$ cat config.mk
export PLATFORM = sky130hd
export DESIGN_NAME = ssd_scan_mux_flat
export DESIGN_NICKNAME = d
export VERILOG_FILES = /design/src/rtl/ssd_pkg.sv /design/src/rtl/ssd_scan_mux_if.sv /design/src/rtl/ssd_hex_decode.sv /design/src/rtl/ssd_scan_mux.sv /design/src/flat_wrapper.sv
export SDC_FILE = /design/constraint.sdc
export NUM_CORES = 1
export LEC_CHECK = 0
export ABC_CLOCK_PERIOD_IN_PS = 3800
export CORE_MARGIN = 1.5
export CORE_UTILIZATION = 55
export DETAILED_ROUTE_END_ITERATION = 6
export HOLD_SLACK_MARGIN = 0.1
export MAX_ROUTING_LAYER = met4
export PLACE_DENSITY = 0.83
export SKIP_LAST_GASP = 1
export SYNTH_ARGS = -nofsm -noshare
export SYNTH_HDL_FRONTEND = slang
export SYNTH_SLANG_ARGS = --single-unit
$ cat constraint.sdc
create_clock -name clk -period 3.8 [get_ports clk]
set_input_delay 0.95 -clock clk [delete_from_list [all_inputs] [get_ports clk]]
set_output_delay 0.95 -clock clk [all_outputs]
set_load 0.03 [all_outputs]
$ cat src/rtl/ssd_pkg.sv
// ---------------------------------------------------------------------------
// ssd_pkg
// Shared definitions for the seven-segment scan driver.
//   GLYPH_0..GLYPH_F : active-high segment patterns, bit order {a,b,c,d,e,f,g}
//   SEG_BLANK        : active-high "all segments off"
//   ssd_glyph()      : hex nibble -> active-high segment pattern
// ---------------------------------------------------------------------------
package ssd_pkg;

    localparam logic [6:0] GLYPH_0   = 7'b1111110;
    localparam logic [6:0] GLYPH_1   = 7'b0110000;
    localparam logic [6:0] GLYPH_2   = 7'b1101101;
    localparam logic [6:0] GLYPH_3   = 7'b1111001;
    localparam logic [6:0] GLYPH_4   = 7'b0110011;
    localparam logic [6:0] GLYPH_5   = 7'b1011011;
    localparam logic [6:0] GLYPH_6   = 7'b1011111;
    localparam logic [6:0] GLYPH_7   = 7'b1110000;
    localparam logic [6:0] GLYPH_8   = 7'b1111111;
    localparam logic [6:0] GLYPH_9   = 7'b1111011;
    localparam logic [6:0] GLYPH_A   = 7'b1110111;
    localparam logic [6:0] GLYPH_B   = 7'b0011111;
    localparam logic [6:0] GLYPH_C   = 7'b1001110;
    localparam logic [6:0] GLYPH_D   = 7'b0111101;
    localparam logic [6:0] GLYPH_E   = 7'b1001111;
    localparam logic [6:0] GLYPH_F   = 7'b1000111;
    localparam logic [6:0] SEG_BLANK = 7'b0000000;

    function automatic logic [6:0] ssd_glyph(input logic [3:0] nib);
        logic [6:0] g;
        case (nib)
            4'h0:    g = GLYPH_0;
            4'h1:    g = GLYPH_1;
            4'h2:    g = GLYPH_2;
            4'h3:    g = GLYPH_3;
            4'h4:    g = GLYPH_4;
            4'h5:    g = GLYPH_5;
            4'h6:    g = GLYPH_6;
            4'h7:    g = GLYPH_7;
            4'h8:    g = GLYPH_8;
            4'h9:    g = GLYPH_9;
            4'hA:    g = GLYPH_A;
            4'hB:    g = GLYPH_B;
            4'hC:    g = GLYPH_C;
            4'hD:    g = GLYPH_D;
            4'hE:    g = GLYPH_E;
            4'hF:    g = GLYPH_F;
            default: g = SEG_BLANK;
        endcase
        return g;
    endfunction

endpackage

$ cat src/rtl/ssd_scan_mux_if.sv
// ---------------------------------------------------------------------------
// ssd_scan_mux_if
// Bundle between the register side (master) and the display driver (slave).
//   value[4*NDIG]  hex digits, digit 0 rightmost       (master -> slave)
//   dp_in[NDIG]    decimal point request per digit      (master -> slave)
//   blank_in[NDIG] force digit dark                     (master -> slave)
//   lz_en          leading-zero suppression enable      (master -> slave)
//   load           capture the above into pending       (master -> slave)
//   seg[7]/dp      segment bus {a..g} and decimal point (slave -> master)
//   an[NDIG]       digit anodes                         (slave -> master)
//   frame_start    one-cycle pulse at each frame start  (slave -> master)
// ---------------------------------------------------------------------------
interface ssd_scan_mux_if #(
    parameter int NDIG = 4
);
    logic [4*NDIG-1:0] value;
    logic [NDIG-1:0]   dp_in;
    logic [NDIG-1:0]   blank_in;
    logic              lz_en;
    logic              load;
    logic [6:0]        seg;
    logic              dp;
    logic [NDIG-1:0]   an;
    logic              frame_start;

    modport master (
        output value, dp_in, blank_in, lz_en, load,
        input  seg, dp, an, frame_start
    );

    modport slave (
        input  value, dp_in, blank_in, lz_en, load,
        output seg, dp, an, frame_start
    );
endinterface

$ cat src/rtl/ssd_hex_decode.sv
// ---------------------------------------------------------------------------
// ssd_hex_decode
// Combinational hex nibble to seven-segment decoder, active-high {a..g}.
// Output polarity is handled by the caller.
//   nib [4] in  : hex digit
//   seg [7] out : active-high segment pattern
// ---------------------------------------------------------------------------
module ssd_hex_decode
    import ssd_pkg::*;
(
    input  logic [3:0] nib,
    output logic [6:0] seg
);
    assign seg = ssd_glyph(nib);
endmodule

$ cat src/rtl/ssd_scan_mux.sv
// ---------------------------------------------------------------------------
// ssd_scan_mux
// Multiplexed NDIG-digit seven-segment driver. Each digit owns a slot of
// REFRESH_DIV clocks; the first BLANK_CYC clocks of every slot keep all anodes
// off so the previous digit's segments cannot ghost onto the next anode.
// Display data goes load -> pending -> shadow, and shadow only changes at the
// frame wrap so a frame never mixes old and new values.
//   clk, rst   : clock, asynchronous active-high reset
//   bus.slave  : value/dp_in/blank_in/lz_en/load in; seg/dp/an/frame_start out
// The NDIG of the connected interface must equal this module's NDIG.
// ---------------------------------------------------------------------------
module ssd_scan_mux
    import ssd_pkg::*;
#(
    parameter int NDIG        = 4,
    parameter int REFRESH_DIV = 50000,
    parameter int BLANK_CYC   = 500,
    parameter int SEG_ACT_LOW = 1,
    parameter int AN_ACT_LOW  = 1
) (
    input  logic          clk,
    input  logic          rst,
    ssd_scan_mux_if.slave bus
);
    localparam int CW = $clog2(REFRESH_DIV);
    localparam int IW = (NDIG > 1) ? $clog2(NDIG) : 1;

    localparam logic [CW-1:0]   CNT_LAST = CW'(REFRESH_DIV - 1);
    localparam logic [CW-1:0]   BLANK_TH = CW'(BLANK_CYC);
    localparam logic [IW-1:0]   IDX_LAST = IW'(NDIG - 1);
    localparam logic            SEG_LOW  = (SEG_ACT_LOW != 0);
    localparam logic            AN_LOW   = (AN_ACT_LOW != 0);
    localparam logic [6:0]      SEG_OFF  = SEG_LOW ? 7'h7F : 7'h00;
    localparam logic            DP_OFF   = SEG_LOW;
    localparam logic [NDIG-1:0] AN_OFF   = AN_LOW ? {NDIG{1'b1}} : {NDIG{1'b0}};

    logic [CW-1:0]     cnt;
    logic [IW-1:0]     idx;
    logic              wrap;

    logic [4*NDIG-1:0] pend_value, shd_value;
    logic [NDIG-1:0]   pend_dp, shd_dp;
    logic [NDIG-1:0]   pend_blank, shd_blank;
    logic              pend_lz, shd_lz;

    logic [NDIG-1:0]   lz_dark;
    logic [3:0]        digit;
    logic              dark;
    logic              dp_req;
    logic              win;
    logic [NDIG-1:0]   an_hot;
    logic [6:0]        glyph;

    logic [6:0]        seg_q;
    logic              dp_q;
    logic [NDIG-1:0]   an_q;
    logic              fs_q;

    // Last cycle of the last slot: the next edge starts a new frame.
    assign wrap = (cnt == CNT_LAST) && (idx == IDX_LAST);

    always_ff @(posedge clk or posedge rst) begin
        if (rst) begin
            cnt <= '0;
            idx <= '0;
        end else if (cnt == CNT_LAST) begin
            cnt <= '0;
            idx <= (idx == IDX_LAST) ? '0 : idx + IW'(1);
        end else begin
            cnt <= cnt + CW'(1);
        end
    end

    // Pending always follows load. Shadow is refreshed only at the frame wrap;
    // a load on that same edge bypasses pending so it is not lost for a frame.
    always_ff @(posedge clk or posedge rst) begin
        if (rst) begin
            pend_value <= '0;
            pend_dp    <= '0;
            pend_blank <= '0;
            pend_lz    <= 1'b0;
            shd_value  <= '0;
            shd_dp     <= '0;
            shd_blank  <= '0;
            shd_lz     <= 1'b0;
        end else begin
            if (bus.load) begin
                pend_value <= bus.value;
                pend_dp    <= bus.dp_in;
                pend_blank <= bus.blank_in;
                pend_lz    <= bus.lz_en;
            end
            if (wrap) begin
                if (bus.load) begin
                    shd_value <= bus.value;
                    shd_dp    <= bus.dp_in;
                    shd_blank <= bus.blank_in;
                    shd_lz    <= bus.lz_en;
                end else begin
                    shd_value <= pend_value;
                    shd_dp    <= pend_dp;
                    shd_blank <= pend_blank;
                    shd_lz    <= pend_lz;
                end
            end
        end
    end

    // Leading-zero mask: walk from the most significant digit down, tracking
    // whether every digit from here upward is zero. Digit 0 is always shown.
    always_comb begin
        logic zf;
        zf      = 1'b1;
        lz_dark = '0;
        for (int i = NDIG - 1; i >= 0; i--) begin
            zf         = zf & (shd_value[4*i +: 4] == 4'h0);
            lz_dark[i] = shd_lz && (i != 0) && zf;
        end
    end

    always_comb begin
        digit  = 4'h0;
        dark   = 1'b1;
        dp_req = 1'b0;
        for (int i = 0; i < NDIG; i++) begin
            if (idx == IW'(i)) begin
                digit  = shd_value[4*i +: 4];
                dark   = shd_blank[i] | lz_dark[i];
                dp_req = shd_dp[i];
            end
        end
    end

    // Anti-ghost window: anode may only turn on after BLANK_CYC cycles of the slot.
    assign win = (cnt >= BLANK_TH);

    always_comb begin
        an_hot = '0;
        for (int i = 0; i < NDIG; i++) begin
            an_hot[i] = (idx == IW'(i)) && win && !dark;
        end
    end

    ssd_hex_decode u_dec (
        .nib (digit),
        .seg (glyph)
    );

    always_ff @(posedge clk or posedge rst) begin
        if (rst) begin
            seg_q <= SEG_OFF;
            dp_q  <= DP_OFF;
            an_q  <= AN_OFF;
            fs_q  <= 1'b0;
        end else begin
            seg_q <= dark ? SEG_OFF : (SEG_LOW ? ~glyph : glyph);
            dp_q  <= (win && !dark && dp_req) ? ~DP_OFF : DP_OFF;
            an_q  <= an_hot ^ AN_OFF;
            fs_q  <= wrap;
        end
    end

    assign bus.seg         = seg_q;
    assign bus.dp          = dp_q;
    assign bus.an          = an_q;
    assign bus.frame_start = fs_q;

endmodule

$ cat src/flat_wrapper.sv
// flat-port wrapper written by rule: the top's interface ports become plain ports
module ssd_scan_mux_flat import ssd_pkg::*;
#(
    parameter int NDIG        = 4,
    parameter int REFRESH_DIV = 50000,
    parameter int BLANK_CYC   = 500,
    parameter int SEG_ACT_LOW = 1,
    parameter int AN_ACT_LOW  = 1
)
  (clk, rst, bus_value, bus_dp_in, bus_blank_in, bus_lz_en, bus_load, bus_seg, bus_dp, bus_an, bus_frame_start);
  ssd_scan_mux_if #(.NDIG(NDIG)) bus_i ();
  input  logic clk;
  input  logic rst;
  input wire logic [$bits(bus_i.value)-1:0] bus_value;
  input wire logic [$bits(bus_i.dp_in)-1:0] bus_dp_in;
  input wire logic [$bits(bus_i.blank_in)-1:0] bus_blank_in;
  input wire logic [$bits(bus_i.lz_en)-1:0] bus_lz_en;
  input wire logic [$bits(bus_i.load)-1:0] bus_load;
  output wire logic [$bits(bus_i.seg)-1:0] bus_seg;
  output wire logic [$bits(bus_i.dp)-1:0] bus_dp;
  output wire logic [$bits(bus_i.an)-1:0] bus_an;
  output wire logic [$bits(bus_i.frame_start)-1:0] bus_frame_start;
  assign bus_i.value = bus_value;
  assign bus_i.dp_in = bus_dp_in;
  assign bus_i.blank_in = bus_blank_in;
  assign bus_i.lz_en = bus_lz_en;
  assign bus_i.load = bus_load;
  assign bus_seg = bus_i.seg;
  assign bus_dp = bus_i.dp;
  assign bus_an = bus_i.an;
  assign bus_frame_start = bus_i.frame_start;
  ssd_scan_mux #(.NDIG(NDIG), .REFRESH_DIV(REFRESH_DIV), .BLANK_CYC(BLANK_CYC), .SEG_ACT_LOW(SEG_ACT_LOW), .AN_ACT_LOW(AN_ACT_LOW)) u_core (.clk(clk), .rst(rst), .bus(bus_i));
endmodule
==> results of run 1 <==
area by class of cell:
cell class                 instances  area [um2]  share of cell area [%]
sequential                        81        2040                    46.5
multi-input combinational        189        1590                    36.1
timing repair buffer              44         430                    9.79
clock buffer                      10         128                    2.90
tap                               77        96.3                    2.19
clock inverter                     6        60.1                    1.37
inverter                          14        52.6                    1.20
final timing paths:
check,start,end,slack (ns)
max reg2reg,u_core.idx[0],u_core.bus.seg[3],0.72
max,u_core.idx[0],u_core.bus.seg[3],0.72
min reg2reg,u_core.pend_value[4],u_core.pend_value[4],0.50
min in group asynchronous,rst,u_core.shd_value[15],1.05
min,u_core.pend_value[4],u_core.pend_value[4],0.50
max in group asynchronous,rst,u_core.bus.seg[4],2.36
state kept, by name (all words and copies together), names as in the netlist, 7 cells and up:
signal,flops
u_core.bus.seg,7
u_core.shd_value,16
u_core.pend_value,16
u_core.cnt,16
power by group:
part	internal [uW]	leakage (uW)	total, uW	switching, uW
Sequential	912	0.000975	930	18.1
Clock	300	0.0000920	601	301
Combinational	92.5	0.000877	173	80.9
cells by family (layout without fill, tap and decap cells):
group,Yosys count,after routing,synth area share [%]
buf+inv,25,74,2.91
flops,81,81,54.6
fa+ha+maj,12,12,4.02
xor+xnor,11,11,2.58
compound gates,44,44,7.93
mux,49,49,16.7
simple gates,73,73,11.2
synthesized netlist by cell type (3+ instances only):
library cell,number
a211oi_1,3
a21oi_1,8
and3_1,3
clkbuf_1,7
dfrtp_1,69
dfstp_2,12
ha_1,12
inv_1,14
mux2_2,26
mux2_4,20
mux2i_1,3
nand2_1,13
nand3_1,17
nor2_1,9
nor2b_1,8
nor4_1,3
nor4b_1,3
o211ai_1,3
o21ai_0,13
o221ai_1,5
xnor2_1,8
xor2_1,3
through the flow:
step	setup slack, ns	cells	cell area (um2)
2_1_floorplan	0.790	295	3740
6_report	0.720	421	4400
4_1_cts	0.756	421	4400
3_3_place_gp	0.936	405	4210
3_5_place_dp	0.780	405	4210
5_1_grt	0.429	421	4400
routing by layer:
metal,vias up,part of all wire (%),GRT usage [%]
met2,49,52,36.9
li1,1136,-,-
met3,8,4.1,5.16
met5,-,0,-
met4,0,1.0,7.04
met1,1212,43,27.5
==> impl_metrics.toml, run 1 <==
[yosys]
netlist_area_um2 = 3740
synthFlopType = "dfrtp_1"
syn_area_per_cell_um2 = 12.7
ys_seq_elements = 81
synthArstFlopShare_pct = 100
yosys_warnings = 0
synth-edff-count = 0
yosysSeqAreaShare_pct = 54.6
yosysTopAreaCellShare_pct = 46.2
synth_area_leaders = "dfrtp_1 46%, dfstp_2 8.4%, mux2_4 8.0%"
synthesis.nets = 335
synth_cell_types = 45
synth_largest_area_cell = "dfrtp_1"
syn_inst = 295

[timing]
clock.fmax_ghz = 0.325
period_needed_ns = 3.08
relSlewSlack_pct = 29.8
rsz0062_at_grt = "no"
maxSlewViolCount = 0
fin_hold_ws_ns = 0.501
max_slew.worst_pin.slew_ns = 1.04
hold_violations = 0
setup_violations = 0
fin_tns_setup_ns = 0
skew_ns = 0.0128
final.period_utilization_pct = 81.0

[global_routing]
grt_pass1_vias = 2551
grt_max_degree = 43
antenna_found_initial = 0
grt_pass1_wl_um = 12400
grt_use_total_pct = 22.4
overflow = 0

[run_status]
violations = "design-rule violations"
status = "finished, violations left"

[worst_setup_path]
cpPeakStageDelay_ns = 0.65
slowest_stage = "ha_1"
path_depth = 9
critPathTopFamily = "compound AO/OA/AOI/OAI gates"
path_buf_inv = 1
cp-start-kind = "flip-flop"
cp.arrival_ns = 3.31
path_cells = "ha_1, a211o_1, a21oi_1, a221oi_1, inv_1, ha_1, or2_2, o211ai_1, o211ai_1"
reg2reg_depth = 9
cp-end-kind = "flip-flop"
worst-path-max-fanout = 22
path_class = "reg2reg"
cp.required_ns = 4.03

[finish]
nFillCells = 472
layout-drive-gt1-share_pct = 24.1
final_cell_mix = "69 x dfrtp_1, 40 x clkdlybuf4s50_1, 26 x mux2_2, 20 x mux2_4, 17 x nand3_1"
utilization_pct = 68.1
area_delta_synth_final_pct = 17.6
fin_nets = 379
final_common_cell = "dfrtp_1"
antennaDiodeCount = 0

[drt]
ant_nets = 0
drc = 4
dr.pass1.iters = 6
wl_um = 7000
vias_per_cell = 5.71
drtIter0Drc = 171
via_count = 2405
wl_per_cell_um = 16.6

[die]
die_area_um2 = 7300
io_pins = 41
initial_utilization_pct = 57.9
die_h_um = 85.4
core_um2 = 6460
die_w_um = 85.4
rows = 29

[clock_network]
clkSlewWorstSetupHoldPaths_ns = 0.08
cts_resized = 0
htree_num_levels = 3
cts_buffer_depth = 2
cts_setup_buffers = 0
tritoncts = "built"
cts.sinks = 81
clock_latency_ns = 0.35
cts_buffers = 9
ctsHoldBuffers = 0
root_buffer = "clkbuf_8"

[placed_design]
hpwl_um = 4910
portBuffers = 40
gp_congestion = 0.826

[hold_path]
hp-class = "reg2reg"
whs_path_depth = 1

[power]
p_total_uw = 1700
power_leakage_uw = 0.00194
power.density_nw_per_um2 = 388
ir_drop_uv = 182

[run]
maxCapViolCount = 0
Note: power is estimated with default switching activity, not from simulation.
==> inputs of run 2 (changes only) <==
--- a/config.mk
+++ b/config.mk
@@ -5,13 +5,13 @@
 export SDC_FILE = /design/constraint.sdc
 export NUM_CORES = 1
 export LEC_CHECK = 0
-export ABC_CLOCK_PERIOD_IN_PS = 3800
+export ABC_CLOCK_PERIOD_IN_PS = 2500
 export CORE_MARGIN = 1.5
-export CORE_UTILIZATION = 55
+export CORE_UTILIZATION = 51
 export DETAILED_ROUTE_END_ITERATION = 6
 export HOLD_SLACK_MARGIN = 0.1
 export MAX_ROUTING_LAYER = met4
-export PLACE_DENSITY = 0.83
+export PLACE_DENSITY = 0.81
 export SKIP_LAST_GASP = 1
 export SYNTH_ARGS = -nofsm -noshare
 export SYNTH_HDL_FRONTEND = slang
==> constraint.sdc (replaced) <==
create_clock -name clk -period 2.5 [get_ports clk]
set_input_delay 0.625 -clock clk [delete_from_list [all_inputs] [get_ports clk]]
set_output_delay 0.625 -clock clk [all_outputs]
set_load 0.03 [all_outputs]
==> impl_metrics.toml, run 2 (same netlist as run 1, synthesis figures left out) <==
[worst_setup_path]
r2r_start = "u_core.idx[0]"
path_cells = "inv_1, ha_1, nor2b_2, a221o_1, a22o_2, ha_1, or2_2, o211ai_1, o211ai_1"
slowest_stage = "dfrtp_1"
cp.arrival_ns = 2.67
path_class = "reg2reg"
cpPeakStageDelay_ns = 0.39
cp-startpoint = "u_core.idx[0]"
rrSetupSlack_ns = 0.11
worst-path-max-fanout = 6
reg2reg_depth = 9
cp-start-kind = "flip-flop"
cp.required_ns = 2.78
cp-end-kind = "flip-flop"
timing.rr.end = "u_core.bus.seg[3]"

[power]
ir_drop_uv = 265
power.density_nw_per_um2 = 579
p_total_uw = 2650
power_leakage_uw = 0.00203

[clock_network]
clock_latency_ns = 0.36
ctsHoldBuffers = 0
htree_num_levels = 3
cts_buffers = 9
cts.sinks = 81
tritoncts = "built"
root_buffer = "clkbuf_8"
clkSlewWorstSetupHoldPaths_ns = 0.08
cts_buffer_depth = 2

[die]
io_pins = 41
rows = 31
die_area_um2 = 7850
initial_utilization_pct = 52.1
core_um2 = 7180
die_h_um = 88.6
die_w_um = 88.6

[finish]
layout-drive-gt1-share_pct = 28.1
antennaDiodeCount = 0
final_common_cell = "dfrtp_1"
fin_nets = 391
utilization_pct = 63.7
area_delta_synth_final_pct = 22.3
multi_input_area_um2 = 1600
seqCellArea_um2 = 2040
final_cell_mix = "69 x dfrtp_1, 40 x clkdlybuf4s50_1, 26 x mux2_2, 20 x mux2_4, 17 x nand3_1"
reg_top3 = "u_core.cnt (16), u_core.pend_value (16), u_core.shd_value (16)"
nFillCells = 520

[global_routing]
grt_pass1_vias = 2452
grt_use_met1_pct = 24.2
grt_pass1_wl_um = 11400
grt_use_total_pct = 20.1
antenna_found_initial = 0
overflow = 0
busiest_layer = "met2"
grt_use_met2_pct = 31.4
met3_usage_pct = 6.62
grt_max_degree = 82

[hold_path]
hold_path.startpoint = "u_core.pend_dp[2]"
hp-class = "reg2reg"
whs_path_depth = 1
hold_end = "u_core.pend_dp[2]"

[timing]
fin_tns_setup_ns = 0
maxSlewViolCount = 0
skew_ns = 0.0124
hold_violations = 0
clock.fmax_ghz = 0.418
max_slew.worst_pin.slew_ns = 0.752
final.period_utilization_pct = 95.7
relSlewSlack_pct = 49.4
period_needed_ns = 2.39
setup_violations = 0

[placed_design]
portBuffers = 40
hpwl_um = 4860
gp_congestion = 0.788

[drt]
wl_um = 6830
dr.pass1.iters = 4
via_count = 2443
vias_per_cell = 5.37
wl_per_cell_um = 15.0
ant_nets = 0
drc = 0
drtIter0Drc = 156

[run_status]
status = "completed"

[run]
maxCapViolCount = 0
-- run 2: cell type report --
| class | count | area share [%] |
|---|---|---|
| flip-flops and latches | 81 | 44.7 |
| multi-input cells | 189 | 35.0 |
| repair buffers | 56 | 11.9 |
| clock buffers | 11 | 3.31 |
| well taps | 99 | 2.71 |
| inverters | 14 | 1.23 |
| clock inverters | 5 | 1.18 |
-- run 2: timing repair --
item,4_1_cts,5_1_grt
resized for setup,0,3
buffers inserted,0,1
endpoints found under the setup margin,0,2
-- run 2: where the power goes --
part | internal (uW) | switching, uW | leakage [uW]
logic | 149 | 124 | 0.000949
registers | 1390 | 28.0 | 0.000975
clock network | 512 | 446 | 0.000109
total | 2050 | 599 | 0.00203
-- run 2: stage by stage --
step	cells	hold slack [ns]	setup WS [ns]	instance area [um2]
after floorplan	295	0.452	-0.000999	3750
final	455	0.499	0.108	4570
after detailed placement	438	0.487	0.116	4350
after global placement	438	0.475	0.193	4350
after global routing	455	0.515	-0.0190	4570
after CTS	454	0.503	0.0760	4560
-- run 2: metal layers --
layer	routed length [um]	part of all wire, %
met2	3380	49
met5	0	0
met1	3050	45
met4	136	2.0
met3	262	3.8
-- run 2: worst max-delay path: cells and delay by family (launching register included) --
kind                       cells  cell delay, ns
DFF                            1            0.39
buffers and inverters          1            0.09
adders and majority gates      2            0.56
and+or+nand+nor                2            0.48
AOI/OAI and AO/OA              4            0.79
-- run 2: how the worst max path moves through the flow --
stage,end,slack [ns],depth (start not counted)
floorplan,u_core.bus.seg[3],-0.001,11
global placement,u_core.bus.seg[3],0.19,9
finish,u_core.bus.seg[3],0.11,9
detailed placement,u_core.bus.seg[3],0.12,9
global route,u_core.bus.seg[3],-0.02,9
CTS,u_core.bus.seg[3],0.08,9
